## src/rtl/game_pkg.sv

```systemverilog
// rtl/game_pkg.sv - shared state encoding and LFSR constants for the reaction game
package game_pkg;

    typedef enum logic [2:0] {
        ST_IDLE     = 3'd0,
        ST_ARM      = 3'd1,
        ST_WAIT     = 3'd2,
        ST_RESULT   = 3'd3,
        ST_GAMEOVER = 3'd4
    } game_state_t;

    localparam logic [15:0] LFSR_SEED = 16'hACE1;
    // Tap mask for x^16 + x^15 + x^13 + x^4 (bits 15, 14, 12, 3)
    localparam logic [15:0] LFSR_TAPS = 16'hD008;

    function automatic logic [15:0] lfsr_next(input logic [15:0] cur);
        return {cur[14:0], ^(cur & LFSR_TAPS)};
    endfunction

endpackage

```

## src/rtl/reaction_game_nch_if.sv

```systemverilog
// rtl/reaction_game_nch_if.sv - player-facing signals of the reaction game
interface reaction_game_nch_if #(
    parameter int N_CH    = 4,
    parameter int SCORE_W = 8,
    parameter int LIVES   = 3
);
    localparam int LIVES_W = $clog2(LIVES + 1);

    logic               start;
    logic [N_CH-1:0]    button;
    logic [N_CH-1:0]    led;
    logic [SCORE_W-1:0] score;
    logic [LIVES_W-1:0] lives_left;
    logic               hit;
    logic               miss;
    logic               game_over;

    modport master (
        output start, button,
        input  led, score, lives_left, hit, miss, game_over
    );

    modport slave (
        input  start, button,
        output led, score, lives_left, hit, miss, game_over
    );

endinterface

```

## src/rtl/btn_debounce.sv

```systemverilog
// rtl/btn_debounce.sv - two-flop synchroniser, stability counter and press event for one button
module btn_debounce #(
    parameter int DEBOUNCE_CYC = 4
) (
    input  logic clk,
    input  logic rst,
    input  logic button,
    output logic press
);
    localparam int CNT_W = $clog2(DEBOUNCE_CYC + 1);

    logic             sync1;
    logic             sync2;
    logic             level;
    logic [CNT_W-1:0] cnt;

    // cnt counts consecutive synchronised samples that disagree with the accepted level
    always_ff @(posedge clk or posedge rst) begin
        if (rst) begin
            sync1 <= 1'b0;
            sync2 <= 1'b0;
            level <= 1'b0;
            cnt   <= '0;
            press <= 1'b0;
        end else begin
            sync1 <= button;
            sync2 <= sync1;
            press <= 1'b0;
            if (sync2 == level) begin
                cnt <= '0;
            end else if (cnt == CNT_W'(DEBOUNCE_CYC - 1)) begin
                cnt   <= '0;
                level <= sync2;
                press <= sync2;
            end else begin
                cnt <= cnt + CNT_W'(1);
            end
        end
    end

endmodule

```

## src/rtl/reaction_game_nch.sv

```systemverilog
// rtl/reaction_game_nch.sv - N-channel reaction game: random target LED, timed press, score and lives
module reaction_game_nch
    import game_pkg::*;
#(
    parameter int N_CH         = 4,
    parameter int DEBOUNCE_CYC = 4,
    parameter int TIMEOUT_INIT = 64,
    parameter int TIMEOUT_STEP = 8,
    parameter int TIMEOUT_MIN  = 16,
    parameter int LIVES        = 3,
    parameter int SCORE_W      = 8
) (
    input logic                 osc_clk,
    input logic                 reset,
    reaction_game_nch_if.slave  bus
);
    localparam int LIVES_W = $clog2(LIVES + 1);
    localparam int WIN_W   = $clog2(TIMEOUT_INIT + 1);
    localparam int CH_W    = $clog2(N_CH);

    logic [N_CH-1:0]    press;
    logic [15:0]        lfsr;
    logic [7:0]         tgt_mod;
    game_state_t        state;
    logic [N_CH-1:0]    led_q;
    logic [SCORE_W-1:0] score_q;
    logic [LIVES_W-1:0] lives_q;
    logic               hit_q;
    logic               miss_q;
    logic               over_q;
    logic [WIN_W-1:0]   window;
    logic [WIN_W-1:0]   timer;
    logic               press_any;
    logic               press_hit;

    for (genvar i = 0; i < N_CH; i++) begin : g_ch
        btn_debounce #(
            .DEBOUNCE_CYC(DEBOUNCE_CYC)
        ) u_deb (
            .clk   (osc_clk),
            .rst   (reset),
            .button(bus.button[i]),
            .press (press[i])
        );
    end

    always_ff @(posedge osc_clk or posedge reset) begin
        if (reset) begin
            lfsr <= LFSR_SEED;
        end else begin
            lfsr <= lfsr_next(lfsr);
        end
    end

    assign tgt_mod   = lfsr[7:0] % 8'(N_CH);
    // led holds the one-hot target during WAIT, so a hit is an event vector equal to it
    assign press_any = |press;
    assign press_hit = (press == led_q);

    always_ff @(posedge osc_clk or posedge reset) begin
        if (reset) begin
            state   <= ST_IDLE;
            led_q   <= '0;
            score_q <= '0;
            lives_q <= LIVES_W'(LIVES);
            hit_q   <= 1'b0;
            miss_q  <= 1'b0;
            over_q  <= 1'b0;
            window  <= WIN_W'(TIMEOUT_INIT);
            timer   <= '0;
        end else begin
            case (state)
                ST_IDLE, ST_GAMEOVER: begin
                    if (bus.start) begin
                        score_q <= '0;
                        lives_q <= LIVES_W'(LIVES);
                        window  <= WIN_W'(TIMEOUT_INIT);
                        led_q   <= '0;
                        over_q  <= 1'b0;
                        state   <= ST_ARM;
                    end
                end
                ST_ARM: begin
                    led_q <= N_CH'(1) << tgt_mod[CH_W-1:0];
                    timer <= window;
                    state <= ST_WAIT;
                end
                ST_WAIT: begin
                    timer <= timer - WIN_W'(1);
                    // a press in the expiry cycle still takes priority over the timeout
                    if (press_any || timer == WIN_W'(1)) begin
                        led_q <= '0;
                        state <= ST_RESULT;
                        if (press_any && press_hit) begin
                            hit_q <= 1'b1;
                            if (score_q != '1) begin
                                score_q <= score_q + SCORE_W'(1);
                            end
                            if (window >= WIN_W'(TIMEOUT_MIN + TIMEOUT_STEP)) begin
                                window <= window - WIN_W'(TIMEOUT_STEP);
                            end else begin
                                window <= WIN_W'(TIMEOUT_MIN);
                            end
                        end else begin
                            miss_q  <= 1'b1;
                            lives_q <= lives_q - LIVES_W'(1);
                        end
                    end
                end
                ST_RESULT: begin
                    hit_q  <= 1'b0;
                    miss_q <= 1'b0;
                    if (miss_q && lives_q == '0) begin
                        led_q  <= '1;
                        over_q <= 1'b1;
                        state  <= ST_GAMEOVER;
                    end else begin
                        state <= ST_ARM;
                    end
                end
                default: state <= ST_IDLE;
            endcase
        end
    end

    assign bus.led        = led_q;
    assign bus.score      = score_q;
    assign bus.lives_left = lives_q;
    assign bus.hit        = hit_q;
    assign bus.miss       = miss_q;
    assign bus.game_over  = over_q;

endmodule

```

## src/flat_wrapper.sv

```systemverilog
// flat-port wrapper written by rule: the top's interface ports become plain ports
module reaction_game_nch_flat import game_pkg::*;
#(
    parameter int N_CH         = 4,
    parameter int DEBOUNCE_CYC = 4,
    parameter int TIMEOUT_INIT = 64,
    parameter int TIMEOUT_STEP = 8,
    parameter int TIMEOUT_MIN  = 16,
    parameter int LIVES        = 3,
    parameter int SCORE_W      = 8
)
  (osc_clk, reset, bus_start, bus_button, bus_led, bus_score, bus_lives_left, bus_hit, bus_miss, bus_game_over);
  reaction_game_nch_if #(.N_CH(N_CH), .SCORE_W(SCORE_W), .LIVES(LIVES)) bus_i ();
  input logic osc_clk;
  input logic reset;
  input wire logic [$bits(bus_i.start)-1:0] bus_start;
  input wire logic [$bits(bus_i.button)-1:0] bus_button;
  output wire logic [$bits(bus_i.led)-1:0] bus_led;
  output wire logic [$bits(bus_i.score)-1:0] bus_score;
  output wire logic [$bits(bus_i.lives_left)-1:0] bus_lives_left;
  output wire logic [$bits(bus_i.hit)-1:0] bus_hit;
  output wire logic [$bits(bus_i.miss)-1:0] bus_miss;
  output wire logic [$bits(bus_i.game_over)-1:0] bus_game_over;
  assign bus_i.start = bus_start;
  assign bus_i.button = bus_button;
  assign bus_led = bus_i.led;
  assign bus_score = bus_i.score;
  assign bus_lives_left = bus_i.lives_left;
  assign bus_hit = bus_i.hit;
  assign bus_miss = bus_i.miss;
  assign bus_game_over = bus_i.game_over;
  reaction_game_nch #(.N_CH(N_CH), .DEBOUNCE_CYC(DEBOUNCE_CYC), .TIMEOUT_INIT(TIMEOUT_INIT), .TIMEOUT_STEP(TIMEOUT_STEP), .TIMEOUT_MIN(TIMEOUT_MIN), .LIVES(LIVES), .SCORE_W(SCORE_W)) u_core (.osc_clk(osc_clk), .reset(reset), .bus(bus_i));
endmodule
```

## config.mk

```make
export PLATFORM = sky130hd
export DESIGN_NAME = reaction_game_nch_flat
export DESIGN_NICKNAME = d
export VERILOG_FILES = /design/src/rtl/game_pkg.sv /design/src/rtl/reaction_game_nch_if.sv /design/src/rtl/btn_debounce.sv /design/src/rtl/reaction_game_nch.sv /design/src/flat_wrapper.sv
export SDC_FILE = /design/constraint.sdc
export NUM_CORES = 1
export LEC_CHECK = 0
export CORE_ASPECT_RATIO = 0.6
export CORE_MARGIN = 2
export CORE_UTILIZATION = 48
export CTS_BUF_LIST = sky130_fd_sc_hd__clkbuf_2 sky130_fd_sc_hd__clkbuf_4 sky130_fd_sc_hd__clkbuf_8
export DETAILED_ROUTE_END_ITERATION = 6
export PLACE_DENSITY = 0.77
export SETUP_SLACK_MARGIN = 0.1
export SYNTH_ARGS = -nofsm -noshare
export SYNTH_HDL_FRONTEND = slang
export SYNTH_HIERARCHICAL = 1
export SYNTH_SLANG_ARGS = --single-unit
```

## constraint.sdc

```tcl
create_clock -name osc_clk -period 2.2 [get_ports osc_clk]
set_input_delay 0.33 -clock osc_clk [delete_from_list [all_inputs] [get_ports osc_clk]]
set_output_delay 0.33 -clock osc_clk [all_outputs]
set_load 0.005 [all_outputs]
```

=== Word-level counts from Yosys, hierarchy flattened ===
Cells that the tools add are included.
Widths: inputs -> output; s select.

* Bits in registers: 78
* Input bits: 7
* Output and inout port bits: 17
* Word-level logic and storage cells: 138

* Add/subtract/negate cells: 8
* $lt $le $gt $ge: 1
* Equality and inequality tests: 21
* Shifts and indexed selects: 1
* Mux-type cells: 48
* Bitwise logic cells: 4
* Reduce and logical (&&, ||, !) cells: 25

{| class="wikitable"
|+ Operators with widths
! kind !! count
|-
| $mux 3 || 11
|-
| $mux 8 || 4
|-
| $mux 7 || 4
|-
| $pmux 7 s2 || 2
|-
| $eq 3x2->1 const B || 6
|-
| $pmux 4 s4 || 1
|-
| $pmux 8 s2 || 1
|-
| $reduce_xor 16->1 || 1
|-
| $mux 1 || 14
|-
| $add 3x1->3 const B || 4
|-
| $mux 4 || 3
|-
| $pmux 3 s4 || 1
|-
| $reduce_and 4->1 || 3
|-
| $reduce_and 2->1 || 5
|-
| $reduce_and 3->1 || 3
|-
| $add 8x1->8 const B || 1
|-
| $ne 2x1->1 const B || 4
|-
| $ne 8x8->1 const B || 1
|-
| $reduce_bool 2->1 || 4
|-
| $eq 7x1->1 const B || 1
|-
| $ge 7x5->1 const B || 1
|-
| $sub 7x1->7 const B || 1
|-
| $sub 7x4->7 const B || 1
|-
| $mux 2 || 3
|-
| 18 further kinds || 28
|}

=== Longest topological paths before layout ===
* Word-level depth: 5
* Depth in mapped cells: 7
* Gate-level depth less buffers: 7

=== By module ===
Netlist, hierarchy kept.

{| class="wikitable"
|+ Modules (own cells, without submodules)
! module !! instances !! cells each !! area an instance (sq um) !! seq. area each (sq um)
|-
| reaction_game_nch || 1 || 221 || 2,269.7 || 1,189.9
|-
| btn_debounce || 4 || 16 || 260.2 || 175.2
|}

=== Worst setup path after synthesis ===
OpenSTA, ideal clock, no wires.

* Path type: register -> register
* From: reg u_core.score_q[0], in the netlist u_core/bus.score[0]
* To: reg u_core.score_q[7], in the netlist u_core/bus.score[7]
* Setup time: 0.087 ns
* Data arrival time: 1.963 ns
* Required time: 2.113 ns
* Slack: 0.151 ns
* Cell stages (with the launch flop): 7
* Buffers on the path: 0
* Period minus slack after synthesis: 2.049 ns
* Cells stage by stage: dfrtp_1 ha_1 and4_1 a211oi_2 nand2_1 or4_1 o211ai_1

* Cells in the longest elaborated chain, start to end: 5
* Elaborated cells between the ends (all ways): 8
* Those cells by class: add/sub: 1; eq/ne: 2; mux: 4; reduce/logical: 1

{| class="wikitable"
|+ RTL lines
! what !! RTL line !! RTL
|-
| start, declared || reaction_game_nch.sv:26 || <nowiki>logic [SCORE_W-1:0] score_q;</nowiki>
|-
| start signal, assigned || reaction_game_nch.sv:97 || <nowiki>score_q <= score_q + SCORE_W'(1);</nowiki>
|-
| $add 8x1->8 || reaction_game_nch.sv:97 ||
|-
| $mux 8 || reaction_game_nch.sv:96 || <nowiki>if (score_q != '1) begin</nowiki>
|-
| $mux 8 || reaction_game_nch.sv:94 || <nowiki>if (press_any && press_hit) begin</nowiki>
|-
| $mux 8 || reaction_game_nch.sv:91 || <nowiki>if (press_any || timer == WIN_W'(1)) begin</nowiki>
|-
| $pmux 8 s2 || reaction_game_nch.sv:72 || <nowiki>case (state)</nowiki>
|}

Several ways; a longest one is shown, not always the timed one. The select of a mux whose other input is x is not followed.
A chain may end at the register's enable or synchronous reset.

=== Worst setup path in the final report ===
* From: reg u_core.score_q[1], in the netlist u_core/bus.score[1]
* To: reg u_core.score_q[7], in the netlist u_core/bus.score[7]

The elaborated chain is that of the path after synthesis.

==> metrics.txt <==
outcome=completed; final critical-path required period=2.04 ns; DR iter-0 viols=241; WP data arrival=2.31 ns; Top FF cell, synth=dfrtp_1; met2 Use GR=0.272; Worst Skew=0.00584 ns; worst path bufs/invs=0; met1 Resource Use GR=0.251; Total GRT Usage=0.181; RSZ-0062 raised after global routing=yes; critical path startpoint=u_core/bus.score[1]$_DFFE_PP0P_; EDFF count, synth=0; area leader, netlist=dfrtp_1; worst r2r src=u_core/bus.score[1]$_DFFE_PP0P_; Critical Path RT=2.47 ns; Layout area overhead=19.4%; Starting Density=0.496; die width=111 µm; DR WL/cell=15.2 µm; first-pass GRT wire length=10.4 mm; final wirelength=6.38 mm; slew of the pin with the lowest slew margin=0.489 ns; Placeable Area=6680 µm²; slowest CP cell=or4_1; worst vdd ir=0.554 mV; Yosys warnings=6; Max-cap violations=0; DR DRC count=0; post-synthesis sequential area ratio=0.571; dpl cells=399; PortBufs=23; Final period util=0.929; clk slew on worst S/H paths=0.08 ns; # clock sinks=75; most frequent cells after synthesis=64 x dfrtp_1, 20 x inv_1, 19 x a21oi_1; crit path launch type=flop; routability cong.=0.940; GR Layer Usage met3=0.0567; CTS tree=done; GRT busiest layer=met2; P_leak=1.78 nW; Mapped Area=3310 µm²; synthesized area per cell=11.6 µm²; root buffer cell=clkbuf_8; worst r2r dst=u_core/bus.score[7]$_DFFE_PP0P_; crit-path cells=ha_2, and4_1, a211oi_2, nand2_2, or4_1, o211ai_1; flop2flop setup slack=0.16 ns; total CTS buffers=9; Final #Nets=344; FFs w/ async S/R, synth=1.00; vias in the first global route=2083; worst min path class=in -> async; flops & latches, synth=75; critical path's top delay family=simple AND/OR/NAND/NOR gates; Syn Inst Count=285; clock latency on the worst-skew pair=0.35 ns; Reg2Reg Depth=6; clk buf depth=2; depth of the CTS H-tree=3; count of final setup violators=0; largest net degree at the start of global routing=48; Die Area=7600 µm²; vias per cell=5.38; # rows=23; share of cells above drive strength 1=0.217; TritonRoute pass-1 iters=4; initial antenna violation count=0; crit path max fanout=7; share of the synthesized area in the top cell type=0.484; die outline height=68.3 µm; diode count=0; Fmax=489 MHz; setup tns final=0 ns; Setup CP Type=reg -> reg; pins over their slew limit=0; total gr overflow=0; Mapped Nets=302; Worst Setup End Kind=flop; DRT antenna net count=0; Via Count=2254; Power Density=1200 nW/µm²; Critical Path Max Stage Delay=0.52 ns; top post-synthesis cells by area=dfrtp_1 48%, dfstp_2 8.7%, ha_1 3.8%, a21oi_1 2.9%, mux2_2 2.7%; Fillers=566; Non-Filler Instances=419; count leader, synth=dfrtp_1; DPL Wire Length=4.48 mm; Hold Fails Final Rpt=0; Slew HR=0.666; count of cell types in the netlist=53; Ports=24
## repair_timing
action / in CTS / in global routing
setup endpoints to repair: 4 / 8
gates resized for setup: 1 / 3
hold buffers: 0 / 0
pin swaps: 0 / 3
buffers inserted: 0 / 4
## where the power goes
| part | switching, W | internal [W] |
|---|---|---|
| Sequential | 0.000288 | 0.00167 |
| Combinational | 0.000854 | 0.000877 |
| Clock | 0.000526 | 0.000529 |
## worst register-to-register path, cell delays in order, from the launching register on
cell and delay (ns):
dfrtp_1 0.42, ha_2 0.21, and4_1 0.23, a211oi_2 0.28, nand2_2 0.14, or4_1 0.52, o211ai_1 0.16
## layout by cell type, fill, tap and decap left out, drive strengths merged, types with 11 or more instances in the layout
| master | synthesis | layout |
|---|---|---|
| a21oi | 19 | 19 |
| nor2 | 13 | 13 |
| o21ai | 11 | 11 |
| nor3b | 11 | 11 |
| buf | 2 | 16 |
| inv | 20 | 21 |
| dfstp | 11 | 11 |
| dfrtp | 64 | 64 |
| clkdlybuf4s50 | 0 | 23 |
| nand2 | 18 | 18 |
## logic make-up after synthesis
logic type | Yosys count | share of synthesized area
AND/OR/NAND/NOR | 95 | 0.184
flip-flops | 75 | 0.571
AO/OA/AOI/OAI | 56 | 0.108
buffers and inverters | 28 | 0.0363
XOR/XNOR | 11 | 0.0291
multiplexers | 10 | 0.0333
adder cells (fa/ha/maj) | 10 | 0.0378
## registers in the layout (all words and copies together), names as in the netlist
| signal | flops |
|---|---|
| u_core/bus.game_over | 1 |
| u_core/timer | 7 |
| u_core/lfsr | 16 |
| u_core/g_ch.u_deb/sync2 | 4 |
| u_core/g_ch.u_deb/cnt | 12 |
| u_core/bus.miss | 1 |
| u_core/state | 3 |
| u_core/window | 4 |
| u_core/bus.hit | 1 |
| u_core/bus.led | 4 |
| u_core/bus.score | 8 |
| u_core/g_ch.u_deb/level | 4 |
| u_core/g_ch.u_deb/sync1 | 4 |
| u_core/g_ch.u_deb/press | 4 |
| u_core/bus.lives_left | 2 |
## cell type report
| type | instances | area, µm² | share of cell area |
|---|---|---|---|
| Multi-Input combinational cell | 182 | 1320 | 0.333 |
| Clock buffer | 9 | 124 | 0.0313 |
| Inverter | 20 | 75.1 | 0.0190 |
| Clock inverter | 7 | 73.8 | 0.0187 |
| Sequential cell | 75 | 1890 | 0.478 |
| Timing Repair Buffer | 39 | 363 | 0.0918 |
| Tap cell | 87 | 109 | 0.0275 |
## worst max-delay path by stage
stage                                 endpoint  cells past startpoint
6_report       u_core/bus.score[7]$_DFFE_PP0P_                      6
5_1_grt        u_core/bus.score[7]$_DFFE_PP0P_                      6
4_1_cts        u_core/bus.score[7]$_DFFE_PP0P_                      6
3_5_place_dp     u_core/bus.led[2]$_DFFE_PP0P_                      6
3_3_place_gp   u_core/bus.score[7]$_DFFE_PP0P_                      6
2_1_floorplan  u_core/bus.score[7]$_DFFE_PP0P_                      6
## layer usage
metal	routed length [µm]	part of all wire
met4	97	0.015
met1	3150	0.49
met3	297	0.047
met2	2830	0.44
met5	0	0
## stage by stage
step           hold slack, ns  area (µm²)  utilization  worst slack [ns]  total power (W)
2_1_floorplan           0.133        3310            -             0.151          0.00300
3_3_place_gp            0.332        3710        0.555             0.194          0.00357
3_5_place_dp            0.335        3710        0.555             0.117          0.00364
4_1_cts                 0.312        3910        0.586             0.110          0.00473
5_1_grt                 0.339        3950        0.592            0.0617          0.00505
6_report                0.315        3950        0.592             0.157          0.00474
Note: power is estimated with default switching activity, not from simulation.
